==> config.mk <==
export PLATFORM = sky130hd
export DESIGN_NAME = muldiv_ctrl_flat
export DESIGN_NICKNAME = d
export VERILOG_FILES = /design/src/rtl/muldiv_pkg.sv /design/src/rtl/muldiv_if.sv /design/src/rtl/muldiv_step.sv /design/src/rtl/muldiv_ctrl.sv /design/src/flat_wrapper.sv
export SDC_FILE = /design/constraint.sdc
export NUM_CORES = 1
export LEC_CHECK = 0
export BUFFER_PORTS_ARGS = -buffer_cell sky130_fd_sc_hd__buf_2
export CAP_MARGIN = 20
export CORE_MARGIN = 5
export CORE_UTILIZATION = 59
export CTS_BUF_LIST = sky130_fd_sc_hd__clkbuf_8 sky130_fd_sc_hd__clkbuf_16
export CTS_CLUSTER_DIAMETER = 200
export DETAILED_ROUTE_END_ITERATION = 8
export GPL_TIMING_DRIVEN = 0
export PLACE_DENSITY = 0.82
export SYNTH_ARGS = -nofsm -noshare
export SYNTH_HDL_FRONTEND = slang
export SYNTH_SLANG_ARGS = --single-unit
==> constraint.sdc <==
create_clock -name clk -period 4.2 [get_ports clk]
set_input_delay 0.42 -clock clk [delete_from_list [all_inputs] [get_ports clk]]
set_output_delay 0.42 -clock clk [all_outputs]
set_load 0.03 [all_outputs]
==> src/rtl/muldiv_pkg.sv <==
// Shared encodings for the iterative multiply/divide sequencer: opcodes, FSM states
// and the iteration-counter width helper.
package muldiv_pkg;

    typedef enum logic [1:0] {
        OP_MULTU = 2'b00,
        OP_MULT  = 2'b01,
        OP_DIVU  = 2'b10,
        OP_DIV   = 2'b11
    } op_e;

    typedef enum logic [1:0] {
        S_IDLE = 2'b00,
        S_RUN  = 2'b01,
        S_FIX  = 2'b10
    } state_e;

    // Counter must hold 0..width inclusive.
    function automatic int cnt_width(input int width);
        return $clog2(width + 1);
    endfunction

endpackage

==> src/rtl/muldiv_if.sv <==
// Pipeline-side handshake and HI/LO bus of the multiply/divide sequencer.
// master = issuing pipeline, slave = muldiv_ctrl.
interface muldiv_if #(
    parameter int WIDTH = 32
);
    logic             start;
    logic [1:0]       op;
    logic [WIDTH-1:0] a;
    logic [WIDTH-1:0] b;
    logic             hi_we;
    logic             lo_we;
    logic [WIDTH-1:0] wdata;
    logic             busy;
    logic             done;
    logic             div_zero;
    logic [WIDTH-1:0] hi;
    logic [WIDTH-1:0] lo;

    modport master (
        output start, op, a, b, hi_we, lo_we, wdata,
        input  busy, done, div_zero, hi, lo
    );

    modport slave (
        input  start, op, a, b, hi_we, lo_we, wdata,
        output busy, done, div_zero, hi, lo
    );
endinterface

==> src/rtl/muldiv_step.sv <==
// One combinational iteration: shift-add multiply or restoring shift-subtract divide.
// For divide the LSB of part_o is left 0; the caller inserts qbit_o.
module muldiv_step #(
    parameter int WIDTH = 32
) (
    input  logic               is_div_i,
    input  logic [2*WIDTH-1:0] part_i,
    input  logic [WIDTH-1:0]   opnd_i,
    output logic [2*WIDTH-1:0] part_o,
    output logic               qbit_o
);
    logic [WIDTH:0] sum;
    logic [WIDTH:0] shifted;
    logic [WIDTH:0] trial;

    // NOTE: every output of a combinational block gets a default first, so no path can infer a latch.
    always_comb begin
        part_o  = '0;
        qbit_o  = 1'b0;
        sum     = {1'b0, part_i[2*WIDTH-1:WIDTH]}
                + {1'b0, (part_i[0] ? opnd_i : {WIDTH{1'b0}})};
        shifted = part_i[2*WIDTH-1:WIDTH-1];
        trial   = shifted - {1'b0, opnd_i};
        if (is_div_i) begin
            // Remainder stays below the divisor, so trial[WIDTH] is a clean borrow flag.
            qbit_o = ~trial[WIDTH];
            part_o = {(qbit_o ? trial[WIDTH-1:0] : shifted[WIDTH-1:0]),
                      part_i[WIDTH-2:0], 1'b0};
        end else begin
            part_o = {sum, part_i[WIDTH-1:1]};
        end
    end
endmodule

==> src/rtl/muldiv_ctrl.sv <==
// MULT/MULTU/DIV/DIVU sequencer with architectural HI/LO and start/busy/done handshake.
// Define MULDIV_SIGNED_EN to enable signed MULT/DIV; otherwise op[0] is ignored.
module muldiv_ctrl
    import muldiv_pkg::*;
#(
    parameter int WIDTH = 32
) (
    input  logic    clk,
    input  logic    reset,
    muldiv_if.slave bus
);
    localparam int CW = cnt_width(WIDTH);

    state_e             state_q;
    logic [CW-1:0]      cnt_q;
    logic [2*WIDTH-1:0] part_q;
    logic [WIDTH-1:0]   opnd_q;
    logic               is_div_q;
    logic               neg_res_q;
    logic               neg_rem_q;
    logic               dz_q;
    logic [WIDTH-1:0]   hi_q;
    logic [WIDTH-1:0]   lo_q;
    logic               busy_q;
    logic               done_q;
    logic               div_zero_q;

    op_e                op_d;
    logic               is_div_d;
    logic               signed_d;
    logic               a_neg_d;
    logic               b_neg_d;
    logic [WIDTH-1:0]   a_mag_d;
    logic [WIDTH-1:0]   b_mag_d;
    logic [2*WIDTH-1:0] step_part;
    logic               step_qbit;
    logic [2*WIDTH-1:0] part_d;
    logic [2*WIDTH-1:0] prod_d;
    logic [WIDTH-1:0]   quot_d;
    logic [WIDTH-1:0]   rem_d;

    muldiv_step #(.WIDTH(WIDTH)) u_step (
        .is_div_i (is_div_q),
        .part_i   (part_q),
        .opnd_i   (opnd_q),
        .part_o   (step_part),
        .qbit_o   (step_qbit)
    );

    always_comb begin
        op_d     = op_e'(bus.op);
        is_div_d = (op_d == OP_DIVU) || (op_d == OP_DIV);
        signed_d = 1'b0;
`ifdef MULDIV_SIGNED_EN
        signed_d = (op_d == OP_MULT) || (op_d == OP_DIV);
`endif
        a_neg_d  = signed_d & bus.a[WIDTH-1];
        b_neg_d  = signed_d & bus.b[WIDTH-1];
        a_mag_d  = a_neg_d ? -bus.a : bus.a;
        b_mag_d  = b_neg_d ? -bus.b : bus.b;
        part_d   = {step_part[2*WIDTH-1:1], is_div_q ? step_qbit : step_part[0]};
        prod_d   = neg_res_q ? -part_q : part_q;
        quot_d   = neg_res_q ? -part_q[WIDTH-1:0] : part_q[WIDTH-1:0];
        rem_d    = neg_rem_q ? -part_q[2*WIDTH-1:WIDTH] : part_q[2*WIDTH-1:WIDTH];
    end

    // NOTE: sequential state uses non-blocking assignments only, so every register samples pre-edge values.
    always_ff @(posedge clk) begin
        if (reset) begin
            state_q    <= S_IDLE;
            cnt_q      <= '0;
            part_q     <= '0;
            opnd_q     <= '0;
            is_div_q   <= 1'b0;
            neg_res_q  <= 1'b0;
            neg_rem_q  <= 1'b0;
            dz_q       <= 1'b0;
            hi_q       <= '0;
            lo_q       <= '0;
            busy_q     <= 1'b0;
            done_q     <= 1'b0;
            div_zero_q <= 1'b0;
        end else begin
            done_q <= 1'b0;
            case (state_q)
                S_IDLE: begin
                    if (bus.start) begin
                        busy_q     <= 1'b1;
                        is_div_q   <= is_div_d;
                        div_zero_q <= 1'b0;
                        cnt_q      <= '0;
                        if (is_div_d && (bus.b == '0)) begin
                            // Divide-by-zero bypasses RUN; FIX copies part_q straight out.
                            part_q    <= {bus.a, {WIDTH{1'b1}}};
                            dz_q      <= 1'b1;
                            neg_res_q <= 1'b0;
                            neg_rem_q <= 1'b0;
                            state_q   <= S_FIX;
                        end else begin
                            part_q    <= {{WIDTH{1'b0}}, (is_div_d ? a_mag_d : b_mag_d)};
                            opnd_q    <= is_div_d ? b_mag_d : a_mag_d;
                            dz_q      <= 1'b0;
                            neg_res_q <= a_neg_d ^ b_neg_d;
                            neg_rem_q <= is_div_d & a_neg_d;
                            state_q   <= S_RUN;
                        end
                    end else begin
                        if (bus.hi_we) hi_q <= bus.wdata;
                        if (bus.lo_we) lo_q <= bus.wdata;
                    end
                end
                S_RUN: begin
                    part_q <= part_d;
                    cnt_q  <= cnt_q + 1'b1;
                    if (cnt_q == CW'(WIDTH - 1)) state_q <= S_FIX;
                end
                S_FIX: begin
                    if (dz_q) begin
                        hi_q       <= part_q[2*WIDTH-1:WIDTH];
                        lo_q       <= part_q[WIDTH-1:0];
                        div_zero_q <= 1'b1;
                    end else if (is_div_q) begin
                        hi_q <= rem_d;
                        lo_q <= quot_d;
                    end else begin
                        hi_q <= prod_d[2*WIDTH-1:WIDTH];
                        lo_q <= prod_d[WIDTH-1:0];
                    end
                    done_q  <= 1'b1;
                    busy_q  <= 1'b0;
                    state_q <= S_IDLE;
                end
                default: begin
                    busy_q  <= 1'b0;
                    state_q <= S_IDLE;
                end
            endcase
        end
    end

    assign bus.busy     = busy_q;
    assign bus.done     = done_q;
    assign bus.div_zero = div_zero_q;
    assign bus.hi       = hi_q;
    assign bus.lo       = lo_q;
endmodule
==> src/flat_wrapper.sv <==
// flat-port wrapper written by rule: the top's interface ports become plain ports
module muldiv_ctrl_flat import muldiv_pkg::*;
#(
    parameter int WIDTH = 32
)
  (clk, reset, bus_start, bus_op, bus_a, bus_b, bus_hi_we, bus_lo_we, bus_wdata, bus_busy, bus_done, bus_div_zero, bus_hi, bus_lo);
  muldiv_if #(.WIDTH(WIDTH)) bus_i ();
  input  logic clk;
  input  logic reset;
  input wire logic [$bits(bus_i.start)-1:0] bus_start;
  input wire logic [$bits(bus_i.op)-1:0] bus_op;
  input wire logic [$bits(bus_i.a)-1:0] bus_a;
  input wire logic [$bits(bus_i.b)-1:0] bus_b;
  input wire logic [$bits(bus_i.hi_we)-1:0] bus_hi_we;
  input wire logic [$bits(bus_i.lo_we)-1:0] bus_lo_we;
  input wire logic [$bits(bus_i.wdata)-1:0] bus_wdata;
  output wire logic [$bits(bus_i.busy)-1:0] bus_busy;
  output wire logic [$bits(bus_i.done)-1:0] bus_done;
  output wire logic [$bits(bus_i.div_zero)-1:0] bus_div_zero;
  output wire logic [$bits(bus_i.hi)-1:0] bus_hi;
  output wire logic [$bits(bus_i.lo)-1:0] bus_lo;
  assign bus_i.start = bus_start;
  assign bus_i.op = bus_op;
  assign bus_i.a = bus_a;
  assign bus_i.b = bus_b;
  assign bus_i.hi_we = bus_hi_we;
  assign bus_i.lo_we = bus_lo_we;
  assign bus_i.wdata = bus_wdata;
  assign bus_busy = bus_i.busy;
  assign bus_done = bus_i.done;
  assign bus_div_zero = bus_i.div_zero;
  assign bus_hi = bus_i.hi;
  assign bus_lo = bus_i.lo;
  muldiv_ctrl #(.WIDTH(WIDTH)) u_core (.clk(clk), .reset(reset), .bus(bus_i));
endmodule
==> results_dict.tcl <==
set metrics [dict create \
    outcome "completed" \
    worstMarginPinSlew_ns 1.035 \
    synth_cells 1602 \
    peakVddDrop_mv 0.2770 \
    final_cell_mix "nor2_1 (206), a21oi_1 (205), dfxtp_1 (172)" \
    critPathArrivalTime_ns 4.52 \
    vias 13620 \
    dp_hpwl_um 37620 \
    ys_warn_count 0 \
    start_kind "register" \
    grt.met3_usage_pct 10.31 \
    seqCellArea_um2 3465 \
    synthDistinctLibCells 63 \
    grt_setup_unrepaired "false" \
    period_share_pct 99.30 \
    ant_nets 0 \
    tns_ns 0 \
    io_buffers 167 \
    gr-max-usage-layer "met2" \
    drt-total-wl_um 47530 \
    layout_min_cycle_time_ns 4.171 \
    finalSetupViolCount 0 \
    clock_sinks 173 \
    drc 0 \
    synth_ff_type "dfxtp_1" \
    viasPerCell 6.561 \
    hold_depth 3 \
    syn_avg_cell_area_um2 7.675 \
    seq_area_frac_synth_pct 28.17 \
    hold_end "u_core.part_q[43]" \
    start_util_pct 60.38 \
    relSlewSlack_pct 30.34 \
    synth-edff-count 0 \
    cp-end-kind "register" \
    p_per_area_nw_per_um2 375.3 \
    drv_cap 0 \
    grt_pass1_wl_um 70880 \
    asyncSetResetFlopFracSynth_pct 0 \
    r2r_start "u_core.part_q[0]" \
    multiInputGateArea_um2 8230 \
    num_rows 52 \
    hp-start "bus_a[11]" \
    grt_util_met1_pct 49.42 \
    wire_per_inst_um 22.89 \
    drive_gt1_share_pct 12.26 \
    cts.hold.buffers_added 0 \
    holdCritPathClass "in2reg" \
    r2r_end "u_core.part_q[59]" \
    finalPower_mw 5.293 \
    clock_latency_ns 0.45 \
    total_leakage_power_nw 5.836 \
    synth_area_um2 12300 \
    fmax_mhz 239.8 \
    htree_num_levels 4 \
    use_met2_pct 58.01 \
    first_global_vias 12760 \
    ios 170 \
    die_x_um 154.4 \
    area_delta_synth_final_pct 14.70 \
    nFillCells 1747 \
    finalNetCount 1961 \
    whs_ns 0.2979 \
    place_congestion 1.036 \
    fp.dieH_um 154.4 \
    finalMaxSlewViolations 0 \
    grt_overflow 0 \
    final_cells 2076 \
    cts_inserted_buffers 17 \
    drt_iter0_drc 1448 \
    crit_path_max_fanout 10 \
    path_clk_slew_ns 0.08 \
    synth_nets 1772 \
    rrSetupSlack_ns 0.03 \
    required_ns 4.55 \
    drt_pre_antenna_iters 6 \
    final_common_cell "nor2_1" \
    grt.total_usage_pct 37.77 \
    grt_start_max_net_pins 19 \
    cts_tree "yes" \
    die-area_um2 23830 \
    r2r_cells 13 \
    cts_buffer_depth 2 \
    setup_ws_ns 0.02925 \
    synth-seq-cells 173 \
    root_buffer "clkbuf_16" \
    antenna_found_initial 3 \
    core_area_um2 20360 \
    clock_skew_ns 0.01672 \
    pre_cts_ws_ns -0.1826 \
    place_inst 2039 \
    final_hold_viol_count 0 \
    crit_type "reg2reg" \
]
## metrics by stage
step                      util (%)  instance area [um^2]
after floorplan                  -                 12300
after global placement       66.14                 13470
after detailed placement     66.14                 13470
after CTS                    69.06                 14060
after global routing         69.26                 14100
final                        69.26                 14100
## power by group
part / internal [mW] / total [mW] / switching (mW)
clock network: 0.792 / 1.59 / 0.802
logic: 0.635 / 1.76 / 1.13
registers: 1.77 / 1.94 / 0.168
## repair_timing
action	in CTS	in global routing
setup endpoints to repair	9	15
pin swaps	0	1
resized for setup	4	5
hold endpoints to repair	0	0
buffers inserted	0	2
## per-layer routing
layer	wire length, um	share of wire (%)
met5	0	0
met2	20610	43
met3	5282	11
met4	2663	5.6
met1	18970	40
## critical path: stages (launching register included)
cell,delay [ns]
dfxtp_2,0.43
clkbuf_2,0.26
and2_1,0.19
ha_1,0.28
fa_1,0.48
a211oi_1,0.36
o211ai_1,0.22
a21o_1,0.28
a21boi_1,0.38
o31ai_1,0.19
a221oi_2,0.40
xor2_1,0.28
o21ai_0,0.11
o21a_1,0.22
## layout make-up
class | count | area share (%)
inverter | 49 | 1.304
multi-input combinational | 1266 | 58.36
clock buffer | 17 | 3.016
clock inverter | 14 | 1.091
timing repair buffer | 170 | 6.068
sequential | 173 | 24.57
antenna | 3 | 0.05323
buffer | 114 | 3.149
tap | 270 | 2.395
## worst max path at each step
| stage | endpoint | startpoint | depth (start not counted) | slack, ns |
|---|---|---|---|---|
| after floorplan | u_core.part_q[59] | u_core.part_q[0] | 13 | 0.99 |
| after global placement | u_core.part_q[59] | u_core.part_q[0] | 13 | -0.26 |
| after global routing | u_core.part_q[63] | u_core.part_q[35] | 10 | 0.01 |
| final | u_core.part_q[59] | u_core.part_q[0] | 13 | 0.03 |
| after detailed placement | u_core.part_q[59] | u_core.part_q[0] | 13 | -0.18 |
| after CTS | u_core.part_q[59] | u_core.part_q[0] | 13 | 0.04 |
## cells by family after synthesis
logic type / synth area share (%)
muxes: 8.395
adders and majority gates: 6.940
AOI/OAI and AO/OA: 28.92
xor gates and xnor gates: 3.775
buffers and inverters: 5.078
DFF: 28.17
and+or+nand+nor: 18.72
## synthesized netlist by cell type (all sizes together) (40+ instances only)
cell type	n	share of area (%)
nor2b	44	2.2
clkbuf	99	3.0
inv	49	1.5
ha	65	6.6
o21ai	71	2.9
and2	40	2.0
a21oi	205	8.3
dfxtp	173	28
nor2	207	6.3
mux2i	102	8.3
a211oi	111	6.8
nand2	73	2.2
## registers in the layout, indices dropped and copies added (netlist names)
register and count:
u_core.part_q 64, u_core.bus.hi 32, u_core.bus.lo 32, u_core.opnd_q 32, u_core.cnt_q 6, u_core.state_q 2
u_core.bus.busy 1, u_core.bus.div_zero 1, u_core.bus.done 1, u_core.dz_q 1, u_core.is_div_q 1
Power figures use the tool's default switching activity.
